<file path="src/rtl/aes_gcm_pkg.sv">
// rtl/aes_gcm_pkg.sv - shared state encoding, job select codes and J0/counter constants for the GCM scheduler
package aes_gcm_pkg;

    typedef enum logic [2:0] {
        ST_IDLE,
        ST_H_REQ,
        ST_H_WAIT,
        ST_J0_REQ,
        ST_J0_WAIT,
        ST_CTR_REQ,
        ST_CTR_WAIT,
        ST_FIN
    } state_t;

    localparam logic [1:0] SEL_H   = 2'd0;
    localparam logic [1:0] SEL_EJ0 = 2'd1;
    localparam logic [1:0] SEL_KS  = 2'd2;

    localparam logic [31:0] J0_LO   = 32'h0000_0001;
    localparam logic [31:0] CTR0_LO = 32'h0000_0002;

    function automatic logic [127:0] mk_blk(input logic [95:0] iv, input logic [31:0] lo);
        return {iv, lo};
    endfunction

endpackage

</file>
<file path="src/rtl/aes_gcm_ctr32.sv">
// rtl/aes_gcm_ctr32.sv - inc32 keystream counter with remaining-block count
module aes_gcm_ctr32 #(
    parameter int NUM_BLK_W = 16
) (
    input  logic                 clk,
    input  logic                 rst,
    input  logic                 load,
    input  logic [95:0]          load_iv,
    input  logic [31:0]          load_lo,
    input  logic [NUM_BLK_W-1:0] load_cnt,
    input  logic                 step,
    output logic [127:0]         ctr,
    output logic                 rem_zero,
    output logic                 rem_last
);

    logic [95:0]          iv_q, iv_d;
    logic [31:0]          lo_q, lo_d;
    logic [NUM_BLK_W-1:0] rem_q, rem_d;

    always_comb begin
        iv_d  = iv_q;
        lo_d  = lo_q;
        rem_d = rem_q;
        if (load) begin
            iv_d  = load_iv;
            lo_d  = load_lo;
            rem_d = load_cnt;
        end else if (step) begin
            // only the low word counts; the IV part never sees a carry
            lo_d = lo_q + 32'd1;
            if (rem_q != '0) begin
                rem_d = rem_q - NUM_BLK_W'(1);
            end
        end
    end

    always_ff @(posedge clk or posedge rst) begin
        if (rst) begin
            iv_q  <= '0;
            lo_q  <= '0;
            rem_q <= '0;
        end else begin
            iv_q  <= iv_d;
            lo_q  <= lo_d;
            rem_q <= rem_d;
        end
    end

    assign ctr      = {iv_q, lo_q};
    assign rem_zero = (rem_q == '0);
    assign rem_last = (rem_q == NUM_BLK_W'(1));

endmodule

</file>
<file path="src/rtl/aes_gcm_sched.sv">
// rtl/aes_gcm_sched.sv - GCM job scheduler for a shared AES core; AES_GCM_SCHED_H_REUSE_EN adds i_h_reuse to skip H
module aes_gcm_sched
    import aes_gcm_pkg::*;
#(
    parameter int NUM_BLK_W = 16
) (
    input  logic                 clk,
    input  logic                 rst,
    input  logic                 i_start,
    input  logic [95:0]          i_iv,
    input  logic [NUM_BLK_W-1:0] i_num_blk,
`ifdef AES_GCM_SCHED_H_REUSE_EN
    input  logic                 i_h_reuse,
`endif
    input  logic                 i_aes_ready,
    input  logic                 i_aes_done,
    input  logic                 i_ks_ready,
    output logic                 o_aes_start,
    output logic [127:0]         o_aes_blk,
    output logic [1:0]           o_aes_sel,
    output logic                 o_h_valid,
    output logic                 o_ej0_valid,
    output logic                 o_ks_valid,
    output logic                 o_busy,
    output logic                 o_done
);

    state_t state_q, state_d;

    logic         ctr_load;
    logic         ctr_step;
    logic [127:0] ctr;
    logic         rem_zero;
    logic         rem_last;
    logic         h_reuse;

`ifdef AES_GCM_SCHED_H_REUSE_EN
    assign h_reuse = i_h_reuse;
`else
    assign h_reuse = 1'b0;
`endif

    aes_gcm_ctr32 #(
        .NUM_BLK_W (NUM_BLK_W)
    ) u_ctr (
        .clk      (clk),
        .rst      (rst),
        .load     (ctr_load),
        .load_iv  (i_iv),
        .load_lo  (CTR0_LO),
        .load_cnt (i_num_blk),
        .step     (ctr_step),
        .ctr      (ctr),
        .rem_zero (rem_zero),
        .rem_last (rem_last)
    );

    always_comb begin
        state_d     = state_q;
        o_aes_start = 1'b0;
        o_aes_blk   = 128'h0;
        o_aes_sel   = SEL_H;
        ctr_load    = 1'b0;
        ctr_step    = 1'b0;
        case (state_q)
            ST_IDLE: begin
                if (i_start) begin
                    ctr_load = 1'b1;
                    state_d  = h_reuse ? ST_J0_REQ : ST_H_REQ;
                end
            end
            ST_H_REQ: begin
                if (i_aes_ready) begin
                    o_aes_start = 1'b1;
                    state_d     = ST_H_WAIT;
                end
            end
            ST_H_WAIT: begin
                if (i_aes_done) begin
                    state_d = ST_J0_REQ;
                end
            end
            ST_J0_REQ: begin
                o_aes_blk = mk_blk(ctr[127:32], J0_LO);
                o_aes_sel = SEL_EJ0;
                if (i_aes_ready) begin
                    o_aes_start = 1'b1;
                    state_d     = ST_J0_WAIT;
                end
            end
            ST_J0_WAIT: begin
                o_aes_blk = mk_blk(ctr[127:32], J0_LO);
                o_aes_sel = SEL_EJ0;
                if (i_aes_done) begin
                    state_d = rem_zero ? ST_FIN : ST_CTR_REQ;
                end
            end
            ST_CTR_REQ: begin
                o_aes_blk = ctr;
                o_aes_sel = SEL_KS;
                // no point producing keystream the XOR stage cannot take
                if (i_aes_ready && i_ks_ready) begin
                    o_aes_start = 1'b1;
                    state_d     = ST_CTR_WAIT;
                end
            end
            ST_CTR_WAIT: begin
                o_aes_blk = ctr;
                o_aes_sel = SEL_KS;
                if (i_aes_done) begin
                    ctr_step = 1'b1;
                    state_d  = rem_last ? ST_FIN : ST_CTR_REQ;
                end
            end
            ST_FIN: begin
                state_d = ST_IDLE;
            end
            default: begin
                state_d = ST_IDLE;
            end
        endcase
    end

    always_ff @(posedge clk or posedge rst) begin
        if (rst) begin
            state_q <= ST_IDLE;
        end else begin
            state_q <= state_d;
        end
    end

    assign o_h_valid   = i_aes_done && (state_q == ST_H_WAIT);
    assign o_ej0_valid = i_aes_done && (state_q == ST_J0_WAIT);
    assign o_ks_valid  = i_aes_done && (state_q == ST_CTR_WAIT);
    assign o_busy      = (state_q != ST_IDLE);
    assign o_done      = (state_q == ST_FIN);

endmodule

</file>
<file path="config.mk">
export PLATFORM = sky130hd
export DESIGN_NAME = aes_gcm_sched
export DESIGN_NICKNAME = d
export VERILOG_FILES = /design/src/rtl/aes_gcm_pkg.sv /design/src/rtl/aes_gcm_ctr32.sv /design/src/rtl/aes_gcm_sched.sv
export SDC_FILE = /design/constraint.sdc
export NUM_CORES = 1
export LEC_CHECK = 0
export CAP_MARGIN = 20
export CORE_ASPECT_RATIO = 0.8
export CORE_MARGIN = 10
export CORE_UTILIZATION = 49
export DETAILED_ROUTE_END_ITERATION = 16
export PLACE_DENSITY = 0.95
export SLEW_MARGIN = 20
export SYNTH_ARGS = -nofsm -noshare
export SYNTH_HDL_FRONTEND = slang
export SYNTH_SLANG_ARGS = --single-unit
</file>
<file path="constraint.sdc">
create_clock -name clk -period 10 [get_ports clk]
set_input_delay 2 -clock clk [delete_from_list [all_inputs] [get_ports clk]]
set_output_delay 2 -clock clk [all_outputs]
set_load 0.02 [all_outputs]
</file>
* Yosys cells after proc, flatten, opt, wreduce, memory -nomap -nowiden *
Cells that the tools add are included.

cells by class
  add/subtract/negate cells = 2
  equal/unequal tests = 15
  mux-type cells = 24
  reduce and logical (&&, ||, !) cells = 15

operators by type and width
  kind                     number
  $pmux W128 S2            1
  $mux W32                 2
  $mux W16                 3
  $add A32 B1 Y32 const B  1
  $pmux W3 S8              1
  $mux W3                  7
  $eq A16 B1 Y1 const B    1
  $logic_not A16 Y1        1
  $reduce_bool A16 Y1      1
  $sub A16 B1 Y16 const B  1
  $ne A2 B2 Y1 const B     7
  $eq A3 B3 Y1 const B     4
  $reduce_and A7 Y1        1
  $eq A3 B2 Y1 const B     2
  $mux W1                  6
  $reduce_or A2 Y1         3
  $logic_and A1 B1 Y1      4
  $mux W2                  2
  $pmux W2 S2              1
  $reduce_bool A2 Y1       2
  $eq A3 B1 Y1 const B     1
  $logic_not A3 Y1         1
  $reduce_bool A3 Y1       1
  $pmux W1 S2              1
  $reduce_and A2 Y1        1

storage, ports and cells
  register bits after elaboration = 147
  bits of input ports = 118
  output and inout bits = 136
  word-level logic and storage cells = 60

* Logic depth before layout (Yosys ltp) *
Gate-level depths: netlist of the first run.

  depth after elaboration = 4
  mapped depth = 8
  gate-level depth less buffers = 7

* Modules after synthesis *
A second synthesis of the first run with hierarchy kept.

second synthesis, totals
  cell total of the unflattened synthesis = 720
  area, all modules = 7597.3 um2

by module, submodules not included
  module         instances  cells an instance  area each (um2)  sequential area each (um2)
  aes_gcm_ctr32  1          531                6378.6           3603.5
  aes_gcm_sched  1          189                1218.7           75.1

* Least setup slack after synthesis of the first run *
No wires, ideal clock.

  path kind = input to output
  from = input i_aes_done
  to = output o_h_valid
  arrival = 2783 ps
  required time = 8000 ps
  path slack = 5217 ps
  stages on the path = 3
  buffers on the path = 1
  path through = clkbuf_1 nand2_1 nor3_1

on the way
  longest elaborated chain between the ends = 1

ends and longest elaborated chain
  what                 line                  RTL
  start, declared      aes_gcm_sched.sv:16   input logic i_aes_done,
  $logic_and A1 B1 Y1  aes_gcm_sched.sv:132  assign o_h_valid = i_aes_done && (state_q == ST_H_WAIT);
  end, declared        aes_gcm_sched.sv:21   output logic o_h_valid,

No other way between the ends.

* Worst setup path in the final report of the first run *
  from = input i_aes_done
  to = output o_ks_valid

on the way
  longest elaborated chain between the ends = 1

ends and longest elaborated chain
  what                 line                  RTL
  $logic_and A1 B1 Y1  aes_gcm_sched.sv:134  assign o_ks_valid = i_aes_done && (state_q == ST_CTR_WAIT);
  end, declared        aes_gcm_sched.sv:23   output logic o_ks_valid,

No other way between the ends.

==> results.yml, run 1 <==
pwr:
  switching_share_pct: 39.3
  netSwitchingPower_mw: 1.21
  pwr-share-seq_pct: 30.7
  power.density_mw_per_mm2: 291
  internal_power_mw: 1.88
  pwr-share-clk_pct: 23.2
  power_frac_comb_pct: 46.0
  max-vdd-ir-drop_mv: 0.166
  p_leak_nw: 4.92
synthesis:
  synth_flop_cell: "dfrtp_1"
  yosys.area.top_type: "dfrtp_1"
  synthCells: 892
  synth_area_leaders: "dfrtp_1 (50%), nand2_1 (17%), nor2b_1 (8.2%)"
  syn_nets: 1013
  avgSynthCellArea_um2: 8.25
  yosysUniqueCellTypes: 37
  synthArstFlopShare_pct: 100
  ys_seq_area_share_pct: 50.0
  ys.warnings.count: 0
  synth_top_area_share_pct: 50.0
  synth-seq-cells: 147
  synth-edff-count: 0
  synth_area_mm2: 0.00736
sta:
  clock_skew_ns: 0.00677
  fin_ws_ns: 4.27
  timing_max_transition_violations_final: 0
  period_share_pct: 57.3
  rsz0062_at_grt: "no"
  worstMarginPinSlew_ns: 1.09
  slew_headroom_pct: 27.3
  setup_violations: 0
  max_freq_ghz: 0.175
  fin_crit_ns: 5.73
  hold_violations: 0
  finalSetupTns_ns: 0
worst_setup_path:
  r2r-start: "state_q[2]"
  rrSetupSlack_ns: 6.96
  crit_required_ns: 8.00
  critPathKind: "input pin to output pin"
  crit_chain: "clkdlybuf4s50_1 > nand3_2 > inv_2 > clkdlybuf4s50_1"
  reg2reg_depth: 5
  crit_buf_inv: 3
  cp-end-kind: "output pin"
  path_common_cell: "clkdlybuf4s50_1"
  crit_family: "buffers and inverters"
  worstPathArrival_ns: 3.73
  slowest_stage: "clkdlybuf4s50_1"
  worstPathMaxFanout: 10
  max_stage_delay_ns: 0.65
  r2r_end: "u_ctr.rem_q[4]"
  cp-start-kind: "input pin"
detailed_routing:
  ant_nets: 0
  drc: 0
  wl_per_cell_um: 17.7
  dr.pass1.iters: 5
  drt-initial-drc-count: 503
  vias_per_cell: 5.28
  vias: 6925
  wirelength_um: 23100
final_layout:
  area_growth_pct: 44.6
  finalNetCount: 1236
  multi_input_area_mm2: 0.00344
  ff_latch_area_mm2: 0.00368
  fill_cells: 1004
  drive_gt1_share_pct: 4.26
  diodes: 0
clock_network:
  cts_resized: 0
  cts_max_level: 4
  clk_pin_slew_ns: 0.06
  postCtsHoldBufs: 0
  cts_tree: "built"
  cts_setup_buffers: 0
  numCtsBuffers: 17
  worstSkewPairLatency_ns: 0.43
  cts_sinks: 147
  clock-root-buffer: "clkbuf_16"
  cts_max_path_buffers: 2
global_route:
  track_usage_pct: 22.6
  grt_max_degree: 97
  antenna_found_initial: 0
  gr-total-overflow: 0
  grt_pass1_vias: 6952
  grt_pass1_wl_um: 36700
placed_design:
  gp_congestion: 0.840
  port_buffers: 253
  dp.final_hpwl_um: 16100
  place_ws_ns: 4.28
die:
  die_w_um: 157
  core_mm2: 0.0145
  io_pins: 254
  die_h_um: 130
  rows: 39
  initial_core_util_pct: 50.8
  dieArea_mm2: 0.0203
worst_hold_path:
  hold_start: "u_ctr.iv_q[68]"
  min_to: "u_ctr.iv_q[68]"
  hp-class: "register to register"
  hold_path_depth: 2
job:
  drv_cap: 0
status:
  status: "finished clean"
## cell families (layout without fill, tap and decap cells)
| group | after synthesis | in the layout | share of synthesized area (%) |
|---|---|---|---|
| buffers and inverters | 65 | 300 | 3.54 |
| DFF | 147 | 147 | 50.0 |
| and+or+nand+nor | 597 | 597 | 38.2 |
| muxes | 1 | 1 | 0.136 |
| AOI/OAI and AO/OA | 43 | 43 | 3.28 |
| adders and majority gates | 3 | 3 | 0.510 |
| xor gates and xnor gates | 36 | 36 | 4.29 |
## power groups by stage
stage	clock, mW	combinational, mW	sequential (mW)
finish	0.719	1.42	0.951
global route	0.754	1.54	0.981
CTS	0.725	1.44	0.950
detailed placement	0	1.43	0.957
global placement	0	1.39	0.943
floorplan	0	0.861	0.909
## sequential cells by signal, summed over array words and instances (netlist names)
signal,cells
u_ctr.iv_q,96
state_q,3
u_ctr.rem_q,16
u_ctr.lo_q,32
## worst reg2reg max path, stage by stage, from the launching register on
cell     delay, ns
dfrtp_1       0.35
buf_4         0.26
nor3_1        0.51
and2_4        0.77
buf_4         0.75
o21ai_0       0.25
## cell type report
class / instances / area share, %
Sequential cell: 147 / 34.6
Multi-Input combinational cell: 680 / 32.3
Timing Repair Buffer: 260 / 24.3
Clock buffer: 22 / 4.65
Tap cell: 184 / 2.16
Clock inverter: 9 / 1.64
Inverter: 9 / 0.365
## cells in the mapped netlist, types with 6 or more instances
master	n
xor2_1	22
dfrtp_1	147
or4_1	7
a21oi_1	15
or3_1	7
nor2_1	51
and3_1	38
nand4_1	23
nor3_1	10
o21ai_0	17
nor2b_1	97
inv_1	8
xnor2_1	14
nor4_1	7
nand3_1	11
nand2_1	325
and2_1	6
clkbuf_1	49
## per-stage QoR
stage	instance area (um2)	utilization, %	instances	hold WS, ns	total power [mW]
2_1_floorplan	7360	-	892	0.438	1.77
3_3_place_gp	9970	68.8	1280	0.449	2.34
3_5_place_dp	9970	68.8	1280	0.454	2.39
4_1_cts	10600	73.4	1311	0.469	3.11
5_1_grt	10600	73.4	1311	0.484	3.28
6_report	10600	73.4	1311	0.466	3.09
## routing by layer
layer | GRT usage (%) | vias up | part of all wire (%)
met5 | 0 | - | 0
met4 | 8.31 | 0 | 2.6
met3 | 8.60 | 41 | 9.5
met2 | 37.1 | 264 | 48
met1 | 26.6 | 3306 | 39
li1 | - | 3314 | -
## worst max-delay path by stage
stage                           from    endpoint  slack (ns)  cells after the start
after detailed placement  i_aes_done  o_ks_valid        4.28                      4
final                     i_aes_done  o_ks_valid        4.27                      4
after CTS                 i_aes_done  o_ks_valid        4.28                      4
after global placement    i_aes_done  o_ks_valid        4.32                      4
after floorplan                  rst  state_q[0]        4.05                      1
after global routing      i_aes_done  o_ks_valid        4.17                      4
## placed cells by master, fill, tap and decap left out, types with 4 or more instances in the layout
cell and instances:
nor3_1 10, xnor2_1 14, and4_1 4, clkdlybuf4s50_1 253
and3_1 38, o21ai_0 17, buf_4 7, a21oi_1 15
nand4_1 23, nand3_1 11, and2_1 5, or3_1 7
clkbuf_8 5, nor2_1 50, nor2b_1 97, xor2_1 22
clkbuf_16 17, bufinv_16 5, dfrtp_1 147, inv_1 7
nor4_1 7, nand2_1 324, or4_1 7, o211ai_1 4
Power figures use the tool's default switching activity.
==> run 2, diff against run 1 <==
- CORE_UTILIZATION: 49 -> 41
- PLACE_DENSITY: 0.95 -> 0.85
- clock period: 10 -> 5.04 ns (I/O delays scaled with it)
==> run 2 against run 1 <==
  * Clock skew is 0.0068 ns higher
  * Highest routed layer unchanged
  * Critical path type is now register to output pin
  * Clock-buffer cell count is 3 lower
  * Register-to-register slack worse by 4.6 ns
  * Hold slack hardly changed
  * Sequential share of layout area is 0.089 points lower
  * Setup slack worse by 3.4 ns
  * Via count is 2.8% lower
  * Largest power group unchanged
  * First-iteration DRC count is 11% lower
  * Combinational power is 99% higher
==> results.yml, run 2 (synthesized netlist as in run 1, its figures left out) <==
status:
  status: "finished clean"
global_route:
  gr-total-overflow: 0
  antenna_found_initial: 0
  grt_pass1_wl_um: 37400
  track_usage_pct: 19.3
  grt_pass1_vias: 6826
  grt_max_degree: 105
worst_setup_path:
  critPathKind: "register to output pin"
  r2r_end: "u_ctr.rem_q[10]"
  worstPathMaxFanout: 96
  startpoint: "state_q[1]"
  cp-end-kind: "output pin"
  crit_chain: "xor2_1 > buf_4 > and2_1 > nor2_4 > buf_12 > nor2b_1 > clkdlybuf4s50_1"
  reg2reg_depth: 8
  critPathCapture: "o_aes_blk[77]"
  worstPathArrival_ns: 3.12
  slowest_stage: "dfrtp_1"
  crit_required_ns: 4.03
  cp.depth: 7
  rrSetupSlack_ns: 2.37
  r2r-start: "state_q[2]"
  crit_family: "buffers and inverters"
  crit_buf_inv: 3
  cp-start-kind: "register"
  max_stage_delay_ns: 0.68
sta:
  hold_violations: 0
  max_freq_ghz: 0.242
  finalSetupTns_ns: 0
  rsz0062_at_grt: "no"
  clock_skew_ns: 0.0136
  slew_headroom_pct: 34.0
  finalHoldWorstSlack_ns: 0.466
  setup_violations: 0
  timing_max_transition_violations_final: 0
  period_share_pct: 82.0
  fin_crit_ns: 4.13
  worstMarginPinSlew_ns: 0.991
final_layout:
  finalNonFillerCells: 1355
  diodes: 0
  drive_gt1_share_pct: 4.51
  mostFrequentLayoutCells: "nand2_1 (324), clkdlybuf4s50_1 (253), dfrtp_1 (147)"
  area_growth_pct: 44.9
  finalNetCount: 1238
  fin_util_pct: 61.0
  mostFrequentLayoutCell: "nand2_1"
  reg_top3: "u_ctr.iv_q x96, u_ctr.lo_q x32, u_ctr.rem_q x16"
  largest_register: "u_ctr.iv_q"
  largest_reg_flops: 96
clock_network:
  cts_sinks: 147
  numCtsBuffers: 17
  postCtsHoldBufs: 0
  cts_tree: "built"
  worstSkewPairLatency_ns: 0.43
  cts_max_path_buffers: 2
  clk_pin_slew_ns: 0.07
  cts_max_level: 4
  clock-root-buffer: "clkbuf_16"
  cts_setup_buffers: 0
  cts_resized: 0
die:
  die_h_um: 140
  dieArea_mm2: 0.0237
  die_w_um: 170
  initial_core_util_pct: 42.1
  rows: 43
  core_mm2: 0.0175
  io_pins: 254
detailed_routing:
  ant_nets: 0
  vias: 6732
  wirelength_um: 22800
  drt-initial-drc-count: 449
  vias_per_cell: 4.97
  drc: 0
  dr.pass1.iters: 5
  wl_per_cell_um: 16.8
pwr:
  internal_power_mw: 3.54
  p_leak_nw: 4.90
  pwr-share-seq_pct: 31.5
  total_power_mw: 5.99
  pwr-share-clk_pct: 21.2
  netSwitchingPower_mw: 2.45
  power.density_mw_per_mm2: 562
  max-vdd-ir-drop_mv: 0.423
  power_frac_comb_pct: 47.3
  switching_share_pct: 40.9
placed_design:
  place_inst: 1322
  port_buffers: 253
  gp_congestion: 0.851
  dp.final_hpwl_um: 16000
job:
  drv_cap: 0
worst_hold_path:
  hold_path_depth: 2
  hp-class: "register to register"
## run 2: power by group through the flow
stage               sequential, mW  combinational (mW)  clock (mW)
finish                        1.89                2.83        1.27
global route                  1.95                3.11        1.35
CTS                           1.89                2.87        1.29
detailed placement            1.90                2.86           0
global placement              1.88                2.80           0
floorplan                     1.80                1.71           0
## run 2: how the worst min path moves through the flow
stage                                end      startpoint
after CTS                 u_ctr.iv_q[83]  u_ctr.iv_q[83]
after global routing      u_ctr.iv_q[21]  u_ctr.iv_q[21]
after floorplan            u_ctr.iv_q[0]   u_ctr.iv_q[0]
after global placement    u_ctr.iv_q[32]  u_ctr.iv_q[32]
final                     u_ctr.iv_q[47]  u_ctr.iv_q[47]
after detailed placement  u_ctr.iv_q[83]  u_ctr.iv_q[83]
## run 2: stage by stage
stage               worst slack (ns)  instance area, um2
finish                         0.910               10700
CTS                            0.975               10600
global route                   0.760               10700
detailed placement              1.31               10100
global placement                1.33               10100
floorplan                     0.0807                7360
## run 2: routing by layer
layer  vias up  part of all wire, %  global-route usage (%)
met4         0                 0.76                    3.55
met1      3166                   44                    24.9
met2       223                   47                    30.5
met3        17                  8.9                    6.95
li1       3326                    -                       -
met5         -                    0                       0
## run 2: worst min-delay path: stages (launching register included)
cell	delay [ns]
dfrtp_1	0.33
nand2_1	0.05
nand2_1	0.05
## run 2: final cells by class
cell class	count	area [um2]
fillers	1469	6820
clock inverters	13	139
well taps	225	282
flip-flops and latches	147	3680
repair buffers	262	2640
clock buffers	19	453
inverters	9	38.8
multi-input cells	680	3440
==> run 3, diff against run 2 <==
- CORE_UTILIZATION: 41 -> 46
- PLACE_DENSITY: 0.85 -> 0.9
- clock period: 5.04 -> 4.2 ns (I/O delays scaled with it)
==> run 3 against run 2 <==
  * Register-to-register slack lost 1.2 ns
  * Flip-flop and latch count is the same
  * First-iteration DRC count grew 6.9%
==> results.yml, run 3 (synthesized netlist as in run 1, its figures left out) <==
clock_network:
  numCtsBuffers: 17
  postCtsHoldBufs: 0
  cts_sinks: 147
  cts_max_path_buffers: 2
  worstSkewPairLatency_ns: 0.42
  cts_resized: 0
  cts_tree: "built"
  clk_pin_slew_ns: 0.06
  cts_max_level: 4
  clock-root-buffer: "clkbuf_16"
  cts_setup_buffers: 0
pwr:
  total_power_mw: 7.22
  max-vdd-ir-drop_mv: 0.358
  p_leak_nw: 4.90
  power.density_mw_per_mm2: 678
placed_design:
  port_buffers: 253
  place_area_mm2: 0.0100
  place_ws_ns: 0.767
  gp_congestion: 0.822
  dp.final_hpwl_um: 15900
sta:
  fin_crit_ns: 3.90
  rsz0062_at_grt: "no"
  finalSetupTns_ns: 0
  max_freq_ghz: 0.257
  fin_ws_ns: 0.302
  slew_headroom_pct: 27.7
  clock_skew_ns: 0.0104
  period_share_pct: 92.8
  hold_violations: 0
  worstMarginPinSlew_ns: 1.08
  setup_violations: 0
  timing_max_transition_violations_final: 0
  finalHoldWorstSlack_ns: 0.465
worst_setup_path:
  worstPathMaxFanout: 50
  worstPathArrival_ns: 3.06
  cp-end-kind: "output pin"
  crit_chain: "nand2_1 > o21ai_0 > nor2_4 > buf_4 > nor2b_1 > clkdlybuf4s50_1"
  crit_buf_inv: 2
  critPathKind: "register to output pin"
  slowest_stage: "dfrtp_1"
  cp-start-kind: "register"
  crit_family: "buffers and inverters"
  max_stage_delay_ns: 0.67
  crit_required_ns: 3.36
detailed_routing:
  drt-initial-drc-count: 480
  wirelength_um: 22600
  ant_nets: 0
  vias: 6845
  vias_per_cell: 5.09
  drc: 0
  dr.pass1.iters: 4
  wl_per_cell_um: 16.8
global_route:
  grt_pass1_vias: 6765
  grt_pass1_wl_um: 36400
  gr-total-overflow: 0
  antenna_found_initial: 0
  track_usage_pct: 20.8
  grt_max_degree: 148
final_layout:
  fill_cells: 1245
  multi_input_area_mm2: 0.00344
  diodes: 0
  final_cell_area_mm2: 0.0107
  area_growth_pct: 44.9
  mostFrequentLayoutCells: "nand2_1 (324), clkdlybuf4s50_1 (253), dfrtp_1 (147)"
  largest_register: "u_ctr.iv_q"
  finalNetCount: 1238
  drive_gt1_share_pct: 4.51
  ff_latch_area_mm2: 0.00368
  reg_top3: "u_ctr.iv_q x96, u_ctr.lo_q x32, u_ctr.rem_q x16"
  largest_reg_flops: 96
  mostFrequentLayoutCell: "nand2_1"
die:
  core_mm2: 0.0157
  rows: 41
  initial_core_util_pct: 46.7
  io_pins: 254
  die_w_um: 161
  die_h_um: 133
  dieArea_mm2: 0.0215
job:
  drv_cap: 0
worst_hold_path:
  hp-class: "register to register"
status:
  status: "finished clean"
## run 3: worst paths after layout
check | startpoint | endpoint | slack, ns | cells past startpoint
max | state_q[1] | o_aes_blk[69] | 0.30 | 6
min reg2reg | u_ctr.iv_q[32] | u_ctr.iv_q[32] | 0.47 | 2
min in group asynchronous | rst | u_ctr.rem_q[5] | 0.99 | 3
min | u_ctr.iv_q[32] | u_ctr.iv_q[32] | 0.47 | 2
max reg2reg | state_q[2] | u_ctr.rem_q[10] | 1.21 | 8
max in group asynchronous | rst | u_ctr.rem_q[0] | 2.57 | 3
## run 3: area by class of cell
cell class,count,share of cell area (%)
multi-input cells,680,32.2
clock buffers,20,4.38
clock inverters,12,1.37
flip-flops and latches,147,34.5
repair buffers,262,24.6
inverters,9,0.352
well taps,215,2.52
## run 3: worst reg2reg max path: stages, from the launching register on
cell and delay, ns:
dfrtp_1 0.72, buf_4 0.37, nor2b_1 0.30, nand3_2 0.19, inv_2 0.22, nand4_1 0.20
or3_1 0.38, or3_1 0.33, a31oi_1 0.18
## run 3: power breakdown
group	switching, mW	total, mW	internal, mW
logic	1.95	3.38	1.43
clock network	0.617	1.55	0.934
registers	0.360	2.29	1.93
## run 3: metrics by stage
step           util (%)  instances
5_1_grt            67.7       1345
6_report           67.7       1345
3_5_place_dp       63.8       1313
2_1_floorplan         -        892
3_3_place_gp       63.8       1313
4_1_cts            67.7       1345
## run 3: layer usage
layer	share of wire (%)	track usage (%)	wire (um)
met5	0	0	0
met3	8.1	6.93	1830
met4	1.5	5.60	335
met1	42	25.3	9410
met2	49	34.6	11100
